<file path="src/rtl/seven_seg_pkg.sv">
// seven_seg_pkg: shared segment encodings and index-width helper for the scan mux
package seven_seg_pkg;
  localparam logic [6:0] SEG_BLANK = 7'h00;
  localparam logic [6:0] SEG_0 = 7'h7E;
  localparam logic [6:0] SEG_1 = 7'h30;
  localparam logic [6:0] SEG_2 = 7'h6D;
  localparam logic [6:0] SEG_3 = 7'h79;
  localparam logic [6:0] SEG_4 = 7'h33;
  localparam logic [6:0] SEG_5 = 7'h5B;
  localparam logic [6:0] SEG_6 = 7'h5F;
  localparam logic [6:0] SEG_7 = 7'h70;
  localparam logic [6:0] SEG_8 = 7'h7F;
  localparam logic [6:0] SEG_9 = 7'h7B;
  function automatic int idx_width(int n);
    return (n > 1) ? $clog2(n) : 1;
  endfunction
endpackage

</file>
<file path="src/rtl/seven_seg_digit_decode.sv">
// seven_seg_digit_decode: BCD nibble to active-high a..g segments, non-decimal nibbles blank
module seven_seg_digit_decode
  import seven_seg_pkg::*;
(
  input  logic [3:0] bcd_i,
  output logic [6:0] seg_o
);
  // table lookup; A..F fall through to blank
  always_comb begin
    case (bcd_i)
      4'd0: seg_o = SEG_0;
      4'd1: seg_o = SEG_1;
      4'd2: seg_o = SEG_2;
      4'd3: seg_o = SEG_3;
      4'd4: seg_o = SEG_4;
      4'd5: seg_o = SEG_5;
      4'd6: seg_o = SEG_6;
      4'd7: seg_o = SEG_7;
      4'd8: seg_o = SEG_8;
      4'd9: seg_o = SEG_9;
      default: seg_o = SEG_BLANK;
    endcase
  end
endmodule

</file>
<file path="src/rtl/seven_seg_scan_mux.sv">
// seven_seg_scan_mux: frame-synchronous double-buffered multi-digit seven-segment scanner
module seven_seg_scan_mux
  import seven_seg_pkg::*;
#(
  parameter int NUM_DIGITS  = 4,
  parameter int REFRESH_DIV = 1000
) (
  input  logic                                clock,
  input  logic                                reset,
  input  logic [4*NUM_DIGITS-1:0]             io_digits,
  input  logic                                io_load,
  input  logic                                io_lzb,
  output logic [6:0]                          io_segOut,
  output logic [NUM_DIGITS-1:0]               io_anode,
  output logic [idx_width(NUM_DIGITS)-1:0]    io_digitIdx,
  output logic                                io_frameStart
);
  localparam int IW = idx_width(NUM_DIGITS);
  localparam int PW = idx_width(REFRESH_DIV);
  localparam int W  = 4 * NUM_DIGITS;
  logic [PW-1:0]         presc_q, presc_d;
  logic [IW-1:0]         idx_q, idx_d;
  logic [W-1:0]          disp_q, disp_d, pend_q, pend_d;
  logic                  pend_valid_q, pend_valid_d;
  logic                  tc, wrap;
  logic [3:0]            cur;
  logic [6:0]            seg;
  logic [NUM_DIGITS-1:0] nz, nz_sh;
  assign tc   = presc_q == PW'(REFRESH_DIV - 1);
  assign wrap = tc && idx_q == IW'(NUM_DIGITS - 1);
  // nz[k]: some displayed digit at position k or above is non-zero
  for (genvar g = 0; g < NUM_DIGITS; g++) begin : g_nz
    assign nz[g] = |disp_q[W-1:4*g];
  end
  // scan counters advance; buffered word is swapped in only on the frame wrap
  always_comb begin
    presc_d      = tc ? '0 : presc_q + 1'b1;
    idx_d        = tc ? (wrap ? '0 : idx_q + 1'b1) : idx_q;
    disp_d       = wrap ? (io_load ? io_digits : (pend_valid_q ? pend_q : disp_q)) : disp_q;
    pend_d       = (io_load && !wrap) ? io_digits : pend_q;
    pend_valid_d = wrap ? 1'b0 : (io_load ? 1'b1 : pend_valid_q);
  end
  // state register with synchronous reset
  always_ff @(posedge clock) begin
    if (reset) begin
      presc_q      <= '0;
      idx_q        <= '0;
      disp_q       <= '0;
      pend_q       <= '0;
      pend_valid_q <= 1'b0;
    end else begin
      presc_q      <= presc_d;
      idx_q        <= idx_d;
      disp_q       <= disp_d;
      pend_q       <= pend_d;
      pend_valid_q <= pend_valid_d;
    end
  end
  assign cur = 4'(disp_q >> {idx_q, 2'b00});
  seven_seg_digit_decode u_dec (
    .bcd_i (cur),
    .seg_o (seg)
  );
  // digit 0 is never blanked so an all-zero word still shows "0"
  always_comb begin
    nz_sh         = nz >> idx_q;
    io_segOut     = (io_lzb && idx_q != '0 && !nz_sh[0]) ? SEG_BLANK : seg;
    io_anode      = NUM_DIGITS'(1) << idx_q;
    io_digitIdx   = idx_q;
    io_frameStart = idx_q == '0 && presc_q == '0;
  end
endmodule

</file>
<file path="config.mk">
export PLATFORM = sky130hd
export DESIGN_NAME = seven_seg_scan_mux
export DESIGN_NICKNAME = d
export VERILOG_FILES = /design/src/rtl/seven_seg_pkg.sv /design/src/rtl/seven_seg_digit_decode.sv /design/src/rtl/seven_seg_scan_mux.sv
export SDC_FILE = /design/constraint.sdc
export NUM_CORES = 1
export LEC_CHECK = 0
export ABC_AREA = 1
export CAP_MARGIN = 20
export CELL_PAD_IN_SITES_DETAIL_PLACEMENT = 1
export CELL_PAD_IN_SITES_GLOBAL_PLACEMENT = 1
export CORE_AREA = 5 5 84 86
export CTS_CLUSTER_DIAMETER = 200
export DETAILED_ROUTE_END_ITERATION = 10
export DIE_AREA = 0 0 89 91
export PLACE_DENSITY_LB_ADDON = 0.1
export SLEW_MARGIN = 20
export SYNTH_ARGS = -nofsm -noshare
export SYNTH_HDL_FRONTEND = slang
export SYNTH_HIERARCHICAL = 1
export SYNTH_SLANG_ARGS = --single-unit
export TNS_END_PERCENT = 30
</file>
<file path="constraint.sdc">
create_clock -name clock -period 5 [get_ports clock]
set_clock_uncertainty 0.2 [all_clocks]
set_input_delay 1.5 -clock clock [delete_from_list [all_inputs] [get_ports clock]]
set_output_delay 1.5 -clock clock [all_outputs]
set_load 0.01 [all_outputs]
</file>
* Yosys cells after proc, flatten, opt, wreduce, memory -nomap -nowiden *
Memory sizes are Yosys's and may differ from the RTL's.
Index checks and enable logic that the tools add are counted.

word-level totals
  memories kept = 1
  bits in writable memories = 0
  latch bits = 0
  flip-flop bits (word level) = 45
  bits in read-only memories = 112

memories
  memory            words  width  read ports  clocked after Yosys merged registers in  wr ports  line                          text
  (name not given)  16     7      1           0                                        0         seven_seg_digit_decode.sv:10  case (bcd_i)

operators by class
  order comparisons = 0
  equal/unequal tests = 2
  shifts and indexed selects = 3
  multiplexer cells = 4
  add/subtract/negate cells = 2
  bitwise operators = 0
  divide/modulo/power cells = 0
  reduce and logical (&&, ||, !) cells = 18
  multipliers = 0

operator list
  operator                                          number
  2-to-1 mux 16 bit                                 2
  OR reduction 16 bit                               1
  right shift 16 x 4 -> 4 bit                       1
  OR reduction 12 bit                               1
  adder 10 x 1 -> 10 bit (second input constant)    1
  == test 10 bit (second input constant)            1
  logical NOT 10 bit                                1
  OR reduction 8 bit                                1
  2-to-1 mux 7 bit                                  1
  logical AND 1 bit                                 5
  nonzero test 2 bit                                2
  OR reduction 2 bit                                2
  OR reduction 4 bit                                1
  << shifter 1 x 2 -> 4 bit (first input constant)  1
  right shift 4 x 2 -> 1 bit                        1
  adder 2 x 1 -> 2 bit (second input constant)      1
  == test 2 bit (second input constant)             1
  logical NOT 1 bit                                 2
  logical NOT 2 bit                                 1
  2-to-1 mux 2 bit                                  1
  AND reduction 2 bit                               1

* Depth between registers and ports, before layout *
Gate-level depths: netlist of the first run.

  depth in word-level cells = 5
  gate-level depth with buffers = 12
  depth with buffers taken out = 11

* Cells and area by module *
The synthesis of the first run kept the hierarchy.

by module, submodules not included
  module                  seq. area each (sq um)  cells an instance  times used  area an instance (sq um)
  seven_seg_scan_mux      900.9                   322                1           2363.5
  seven_seg_digit_decode  0.0                     39                 1           210.2

* Least setup slack after synthesis of the first run *
Ideal clock, no wire load.

  path kind = register -> output
  start = register idx_q[0] (netlist: io_digitIdx[0])
  end = output io_segOut[5]
  slack = 1.152 ns
  cell stages (with the launch flop) = 11
  buffers on the path = 1
  arrival time = 2.148 ns
  path through = dfxtp_1 -> clkbuf_1 -> clkinv_1 -> o21ai_0 -> o22ai_1 -> inv_1 -> ha_1 -> nand2_1 -> nand2_1 -> nand2_1 -> a21boi_0

between the ends
  elaborated cells on any way between the ends = 8
  those cells by class = shift: 2; mux: 1; reduce/logical: 4; memory: 1

RTL lines
  item                         line                      text
  from (decl)                  seven_seg_scan_mux.sv:22  logic [IW-1:0] idx_q, idx_d;
  from (signal assigned)       seven_seg_scan_mux.sv:53  idx_q <= idx_d;
  right shift 16 x 4 -> 4 bit  seven_seg_scan_mux.sv:59  assign cur = 4'(disp_q >> {idx_q, 2'b00});
  net cur[1]                   seven_seg_scan_mux.sv:26  logic [3:0] cur;
  memory (16 x 7 bit)          --
  net seg[5]                   seven_seg_scan_mux.sv:27  logic [6:0] seg;
  2-to-1 mux 7 bit             seven_seg_scan_mux.sv:67  io_segOut = (io_lzb && idx_q != '0 && !nz_sh[0]) ? SEG_BLANK : seg;
  to (decl)                    seven_seg_scan_mux.sv:13  output logic [6:0] io_segOut,

The timed path passes the listed nets, and every way through them passes these cells.

* Worst setup path in the final report of the first run *
  start = input io_lzb
  end = output io_segOut[6]

between the ends
  word-level cells in the longest chain between the ends = 3

RTL lines
  item                            line                      text
  from (decl)                     seven_seg_scan_mux.sv:12  input logic io_lzb,
  logical AND 1 bit (2 in a row)  seven_seg_scan_mux.sv:67
  2-to-1 mux 7 bit                seven_seg_scan_mux.sv:67

No other way between the ends.

==> results of run 1 <==
metal layers:
metal / GRT usage [%] / up-vias / wire (um)
met5: 0 / - / 0
li1: - / 1221 / -
met2: 26.67 / 40 / 2915
met4: 4.467 / 0 / 81
met3: 3.258 / 8 / 288
met1: 21.54 / 1118 / 2891
critical path: cells and delay by family:
kind,cells,cell delay [ps]
buffers and inverters,2,980
AND/OR/NAND/NOR,1,90
AO/OA/AOI/OAI,2,500
final cells by class:
type	count	area (sq um)	share of cell area (%)
Clock buffer	5	68.82	2.285
Clock inverter	1	5.005	0.1662
Inverter	23	86.33	2.867
Multi-Input combinational cell	277	1506	50.02
Sequential cell	45	900.9	29.91
Tap cell	77	96.34	3.199
Timing Repair Buffer	36	347.8	11.55
power by group through the flow:
stage	Combinational, uW	Clock, uW	Sequential, uW
5_1_grt	84.1	234	377
2_1_floorplan	47.4	0	383
4_1_cts	75.1	224	376
3_3_place_gp	72.4	0	384
3_5_place_dp	74.6	0	384
6_report	73.7	211	376
logic make-up (layout without fill, tap and decap cells):
logic type	after synthesis	after routing	synth area share, %
muxes	16	16	6.223
AOI/OAI and AO/OA	45	45	9.723
adders and majority gates	12	12	5.834
buffers and inverters	39	65	6.466
DFF	45	45	35.00
xor gates and xnor gates	2	2	0.6807
and+or+nand+nor	202	202	36.07
state kept, by name (all words and copies together), names as in the netlist:
| name | count |
|---|---|
| disp_q | 16 |
| io_digitIdx | 2 |
| pend_q | 16 |
| pend_valid_q | 1 |
| presc_q | 10 |
worst max-delay path by stage:
stage | startpoint | end | depth (start not counted)
after floorplan | io_digitIdx[0] | io_segOut[5] | 10
after global placement | io_lzb | io_segOut[6] | 5
after detailed placement | io_lzb | io_segOut[6] | 5
after CTS | io_lzb | io_segOut[6] | 5
after global routing | io_lzb | io_segOut[2] | 5
final | io_lzb | io_segOut[6] | 5
stage by stage:
stage,hold WS (ps),cell area (sq um),cells,utilization [%]
6_report,286.9,3012,464,48.54
5_1_grt,315.7,3012,464,48.54
4_1_cts,291.3,3012,464,48.54
3_5_place_dp,269.3,2938,458,47.35
3_3_place_gp,252.4,2938,458,47.35
2_1_floorplan,229.7,2574,361,-
cell usage after synthesis:
cell and count:
nand2_1 71, o21bai_1 1, o22ai_1 4, buf_2 4, xor2_1 2, nor4b_1 1, buf_6 2, buf_1 3
inv_1 18, mux2i_1 16, ha_1 12, nor4_1 1, clkinv_1 3, o21ai_0 11, nand4_1 5, nand3_1 18
clkbuf_1 7, a21boi_0 7, nand4_4 1, nor3_1 2, nand3b_1 16, nor2_4 4, nand2_2 2, nand3_2 2
a21oi_1 22, nor2_1 79, inv_2 2, dfxtp_1 45
==> impl_metrics.toml, run 1 <==
[global_routing]
grt_pass1_wl_mm = 10.78
antenna_found_initial = 0
groute.usage.overall_pct = 16.25
overflow = 0
grt_pass1_vias = 2336
grt_max_degree = 49

[setup_path]
slowest_stage = "clkdlybuf4s50_1"
rrSetupSlack_ps = 2640
crit_path_max_fanout = 7
path_common_cell = "clkdlybuf4s50_1"
path_cells = "clkdlybuf4s50_1 -> nand4_1 -> a21oi_1 -> a21boi_0 -> clkdlybuf4s50_1"
r2r_cells = 6
crit_path_end_kind = "output port"
reg2reg_from = "io_digitIdx[0]"
timing.rr.end = "disp_q[1]"
critPathKind = "input pin to output port"
required_ps = 3300
cp.arrival_ps = 3060
crit_path_start_kind = "input pin"
slowest_delay_ps = 520

[flow_run]
maxCapViolCount = 0

[power_and_ir_drop]
clkPwrFrac_pct = 32.0
combinationalPowerShare_pct = 11.1
seqPwrFrac_pct = 56.9
cell_internal_pwr_uw = 498.9
power_leakage_uw = 0.001304
switching_power_uw = 161.8
finalPower_uw = 660.7
switching_share_pct = 24.49
p_per_area_mw_per_mm2 = 219.4
ir_worst_vdd_uv = 113.1

[clock_network]
clock-sinks = 45
cts_buffers = 5
cts.path.max_buffers = 2
cts_hold_buf = 0
root_buffer = "clkbuf_8"
htreeDepth = 2
post_cts_resized = 0
cts_setup_buffers = 0
cts_tree = "done"
clock_latency_ps = 290
clkSlewWorstSetupHoldPaths_ps = 70

[floorplan]
chipHeight_um = 91
ios = 34
die-width_um = 89
dieArea_sq_mm = 0.008099
start_util_pct = 41.48
num_rows = 29
core_sq_mm = 0.006205

[sta]
rsz0062_at_grt = "false"
slew_viol_final = 0
min_period_over_period_pct = 95.30
worst_slack_ps = 235.2
fin_tns_setup_ps = 0
hold_viol_final = 0
setup_viol = 0
max_slew_margin_pct = 55.44
period_needed_ps = 4765
fmax_ghz = 0.2099
worstMarginPinSlew_ps = 661.4

[synth]
seq_area_frac_synth_pct = 35.00
synthDistinctLibCells = 28
netlist_instances = 361
yosys.area.top_type = "dfxtp_1"
syn_area_sq_mm = 0.002574
ys_seq_elements = 45
syn-num-nets = 393
synth_top_area_share_pct = 35.00
yosysWarnings = 6
netlist_top_cells_area = "dfxtp_1 35%, nor2_1 12%, nand2_1 10%"
synth_area_per_cell_sq_um = 7.129

[hold_path]
holdPathStages = 2
hp-class = "register to register"
hold_end = "pend_q[11]"
min_from = "pend_q[11]"

[routing]
wl_mm = 6.177
drt_iter0_drc = 60
dr_total_vias = 2387
wire_per_inst_um = 13.31
drc_errors = 0
dr.pass1.iters = 4
avgViaCountPerCell = 5.144
antenna_left = 0

[final_layout]
n_fill_cell = 819
final_common_cell = "nor2_1"
syn2layout_area_growth_pct = 17.02
n_antenna_cell = 0
nets = 420
layout_common_cells = "79 x nor2_1, 71 x nand2_1, 45 x dfxtp_1"
drive_gt1_share_pct = 5.426

[placed_design]
dp_slack_ps = 235.0
place.gp.congestion = 0.7283
hpwl_mm = 4.581
portBuffers = 33

[status]
status = "finished, final reports clean"
No activity file was read; power rests on OpenSTA's default activity.
==> run 2, diff against run 1 <==
Settings changed: CORE_AREA 5 5 84 86 to 5 5 91 93, DIE_AREA 0 0 89 91 to 0 0 96 98.
Clock period 5 ns to 4.08 ns, I/O delays scaled along.
==> run 2 against run 1 <==
Against the previous run: global-route usage fell by 2.2 points; worst hold slack worse by 1.4 ps; critical path depth is 1 higher; sequential cell count unchanged; largest power group unchanged.
==> impl_metrics.toml, run 2 (same netlist as run 1, synthesis figures left out) <==
[status]
status = "finished, final reports clean"

[power_and_ir_drop]
power_leakage_uw = 0.001374
p_per_area_mw_per_mm2 = 286.2
ir_worst_vdd_uv = 129.0

[setup_path]
rrSetupSlack_ps = 1790
required_ps = 2660
crit_path_start_kind = "input pin"
crit_path_end_kind = "output port"
timing.rr.end = "disp_q[6]"
critPathKind = "input pin to output port"
cp.arrival_ps = 2450
crit_path_max_fanout = 7
reg2reg_from = "presc_q[0]"
r2r_cells = 7

[routing]
wl_mm = 6.252
drt_iter0_drc = 52
drc_errors = 0
avgViaCountPerCell = 4.746
met1_length_mm = 3.187
wl_met2_mm = 2.817
met3_length_um = 171
dr.pass1.iters = 5
dr_total_vias = 2359
top_layer = "met4"
antenna_left = 0
wire_per_inst_um = 12.58

[hold_path]
hp-class = "register to register"
holdPathStages = 2
min_from = "pend_q[4]"
hold_end = "pend_q[4]"

[floorplan]
start_util_pct = 34.56
die-width_um = 96
num_rows = 32
chipHeight_um = 98
dieArea_sq_mm = 0.009408
ios = 34
core_sq_mm = 0.007447

[placed_design]
portBuffers = 33
placed_cell_area_sq_mm = 0.003014
place.gp.congestion = 0.8290
dp_cells = 489
hpwl_mm = 4.629
dp_slack_ps = -4.504

[global_routing]
antenna_found_initial = 0
grt_max_degree = 49
overflow = 0
groute.usage.overall_pct = 14.10
grt_pass1_vias = 2331
grt_pass1_wl_mm = 10.85

[sta]
max_slew_margin_pct = 54.92
worstMarginPinSlew_ps = 669.1
fmax_ghz = 0.2578
slew_viol_final = 0
setup_viol = 0
rsz0062_at_grt = "false"
fin_tns_setup_ps = 0
holdWs_ps = 285.5
worst_slack_ps = 201.3
hold_viol_final = 0
min_period_over_period_pct = 95.07
period_needed_ps = 3879

[clock_network]
clock-sinks = 45
htreeDepth = 2
cts_buffers = 5
clock_latency_ps = 300
cts_setup_buffers = 0
cts_tree = "done"
clkSlewWorstSetupHoldPaths_ps = 90
root_buffer = "clkbuf_8"
cts.path.max_buffers = 2
cts_hold_buf = 0

[final_layout]
final_common_cell = "nor2_1"
syn2layout_area_growth_pct = 22.90
stdcell_count = 497
layout_common_cells = "79 x nor2_1, 71 x nand2_1, 43 x dfxtp_1"
final_area_sq_mm = 0.003163
drive_gt1_share_pct = 8.354
largestRegisters = "disp_q: 16 flops, pend_q: 16 flops, presc_q: 10 flops"
n_antenna_cell = 0
nets = 426

[flow_run]
maxCapViolCount = 0
[run 2: cell count changes in the layout (fill, tap and decap cells not counted), sizes merged]
cell / change
bufinv: +1
dlygate4sd2: +1
clkbuf: +2
buf: +6
dlymetal6s2s: +6
clkinv: -1
clkdlybuf4s50: -7
[run 2: cell type report]
class	instances	area [sq um]
Fill cell	976	4284
Multi-Input combinational cell	277	1519
Sequential cell	45	905.9
Timing Repair Buffer	42	406.6
Tap cell	102	127.6
Inverter	23	87.58
Clock buffer	7	86.33
Clock inverter	1	30.03
[run 2: repair_timing]
item,4_1_cts,5_1_grt
endpoints found under the hold margin,0,0
endpoints found under the setup margin,6,6
cloned,0,0
pin swaps,0,0
resized for setup,5,8
[run 2: worst max-delay path, stage by stage]
cell             delay (ps)
clkdlybuf4s50_1         460
nand4_1                  90
a21oi_1                 120
buf_4                   150
a21boi_0                 80
dlygate4sd2_1           330
[run 2: through the flow]
stage	utilization [%]	power, uW
final	42.47	905.1
after floorplan	-	527.1
after detailed placement	40.47	562.0
after global routing	42.47	947.1
after global placement	40.47	558.9
after CTS	42.22	920.4
[run 2: worst max path at each step]
stage	startpoint	to	slack, ps	cells past startpoint
floorplan	io_digitIdx[0]	io_segOut[5]	510	10
global placement	io_lzb	io_segOut[2]	30	6
detailed placement	io_lzb	io_segOut[5]	-5	6
CTS	io_lzb	io_segOut[6]	1	6
global route	io_lzb	io_segOut[5]	110	6
finish	io_lzb	io_segOut[5]	200	6
[run 2: routing by layer]
layer,vias to the layer above,global-route usage [%]
met3,7,2.234
met5,-,0
met1,1077,19.80
met2,28,21.83
met4,0,4.595
li1,1247,-
[run 2: power by group]
part           switching, uW  total [uW]  leakage [uW]  internal, uW
clock                    156         356     0.0000585           200
sequential              7.35         460      0.000369           452
combinational           44.3        89.8      0.000947          45.5
total                    207         905       0.00137           698
==> run 3, diff against run 2 <==
Settings changed: MAX_ROUTING_LAYER set to met4.
==> run 3 against run 2 <==
Against the previous run: maximum frequency stayed put; combinational power hardly changed; design area stayed put; critical path type unchanged; critical endpoint unchanged.
==> impl_metrics.toml, run 3 (same netlist as run 1, synthesis figures left out) <==
[sta]
setup_viol = 0
max_slew_margin_pct = 54.92
fin_tns_setup_ps = 0
fmax_ghz = 0.2578
min_period_over_period_pct = 95.07
hold_viol_final = 0
period_needed_ps = 3879
slew_viol_final = 0
worstMarginPinSlew_ps = 669.1
rsz0062_at_grt = "false"

[clock_network]
cts.path.max_buffers = 2
clock_latency_ps = 300
cts_setup_buffers = 0
clock-sinks = 45
root_buffer = "clkbuf_8"
htreeDepth = 2
cts_buffers = 5
cts_tree = "done"
clkSlewWorstSetupHoldPaths_ps = 80

[final_layout]
stdcell_count = 497
drive_gt1_share_pct = 8.354
multi_input_area_sq_mm = 0.001519
seq_area_sq_um = 905.9
n_antenna_cell = 0
syn2layout_area_growth_pct = 22.90
largestRegisters = "disp_q: 16 flops, pend_q: 16 flops, presc_q: 10 flops"
layout_common_cells = "79 x nor2_1, 71 x nand2_1, 43 x dfxtp_1"
n_fill_cell = 976
nets = 426
final_common_cell = "nor2_1"

[routing]
dr_total_vias = 2353
dr.pass1.iters = 4
wire_per_inst_um = 12.56
avgViaCountPerCell = 4.734
antenna_left = 0
drt_iter0_drc = 47
wl_mm = 6.240
drc_errors = 0

[setup_path]
path_cells = "clkdlybuf4s50_1 -> nand4_1 -> a21oi_1 -> buf_4 -> a21boi_0 -> dlygate4sd2_1"
slowest_stage = "clkdlybuf4s50_1"
crit_path_start_kind = "input pin"
crit_path_end_kind = "output port"
required_ps = 2660
timing.rr.end = "disp_q[6]"
cpLargestDelayFamily = "buffers and inverters"
rrSetupSlack_ps = 1800
slowest_delay_ps = 460
r2r_cells = 7
cp.arrival_ps = 2450
critPathKind = "input pin to output port"
crit_path_max_fanout = 7
crit_buf_inv = 3
reg2reg_from = "presc_q[0]"

[hold_path]
hp-class = "register to register"
hold_end = "pend_q[4]"
min_from = "pend_q[4]"
holdPathStages = 2

[floorplan]
chipHeight_um = 98
start_util_pct = 34.56
ios = 34
core_sq_mm = 0.007447
die-width_um = 96
dieArea_sq_mm = 0.009408
num_rows = 32

[flow_run]
maxCapViolCount = 0

[global_routing]
groute.usage.overall_pct = 14.51
overflow = 0
grt_max_degree = 49
grt_pass1_wl_mm = 10.85
grt_pass1_vias = 2328
antenna_found_initial = 0

[status]
status = "finished, final reports clean"

[power_and_ir_drop]
power_leakage_uw = 0.001374
ir_worst_vdd_uv = 128.9
p_per_area_mw_per_mm2 = 285.8

[placed_design]
hpwl_mm = 4.629
dp_cells = 489
place.gp.congestion = 0.8416
portBuffers = 33
-- run 3: cell counts in the layout (fill, tap and decap cells not counted) --
No cell type changed its count.
-- run 3: cell type report --
cell class,instances,area share (%)
Clock inverter,1,0.9494
Tap cell,102,4.035
Clock buffer,7,2.729
Multi-Input combinational cell,277,48.02
Inverter,23,2.769
Timing Repair Buffer,42,12.86
Sequential cell,45,28.64
-- run 3: worst min-delay path: stages (launching register included) --
cell and delay (ps):
dfxtp_1 330, a21oi_1 40, nor2_1 80
-- run 3: how the worst max path moves through the flow --
stage	start	to	slack [ps]	cells past startpoint
4_1_cts	io_lzb	io_segOut[6]	1	6
5_1_grt	io_lzb	io_segOut[5]	110	6
3_3_place_gp	io_lzb	io_segOut[2]	30	6
6_report	io_lzb	io_segOut[5]	200	6
3_5_place_dp	io_lzb	io_segOut[5]	-5	6
2_1_floorplan	io_digitIdx[0]	io_segOut[5]	510	10
-- run 3: per-layer routing --
metal	track usage, %	wire [um]	up-vias
met5	-	0	-
met4	4.595	65	0
met3	2.234	174	4
met2	21.83	2843	28
met1	19.80	3157	1078
li1	-	-	1243
-- run 3: timing repair --
item                                   CTS  global route
gates resized for setup                  5             8
endpoints found under the hold margin    0             0
hold buffers                             0             0
setup endpoints to repair                6             6
-- run 3: per-stage QoR --
stage | worst slack (ps) | area (sq um) | hold WS (ps) | util, % | power [uW]
2_1_floorplan | 507.6 | 2574 | 229.7 | - | 527.1
3_3_place_gp | 31.71 | 3014 | 248.3 | 40.47 | 558.9
3_5_place_dp | -4.504 | 3014 | 272.3 | 40.47 | 562.0
4_1_cts | 1.003 | 3144 | 293.2 | 42.22 | 920.4
5_1_grt | 105.9 | 3163 | 306.8 | 42.47 | 947.1
6_report | 201.3 | 3163 | 284.8 | 42.47 | 904.0
-- run 3: power by group --
group	switching (uW)	leakage [uW]	internal [uW]
logic	44.1	0.000947	45.5
registers	7.34	0.000369	452
clock network	155	0.0000585	200
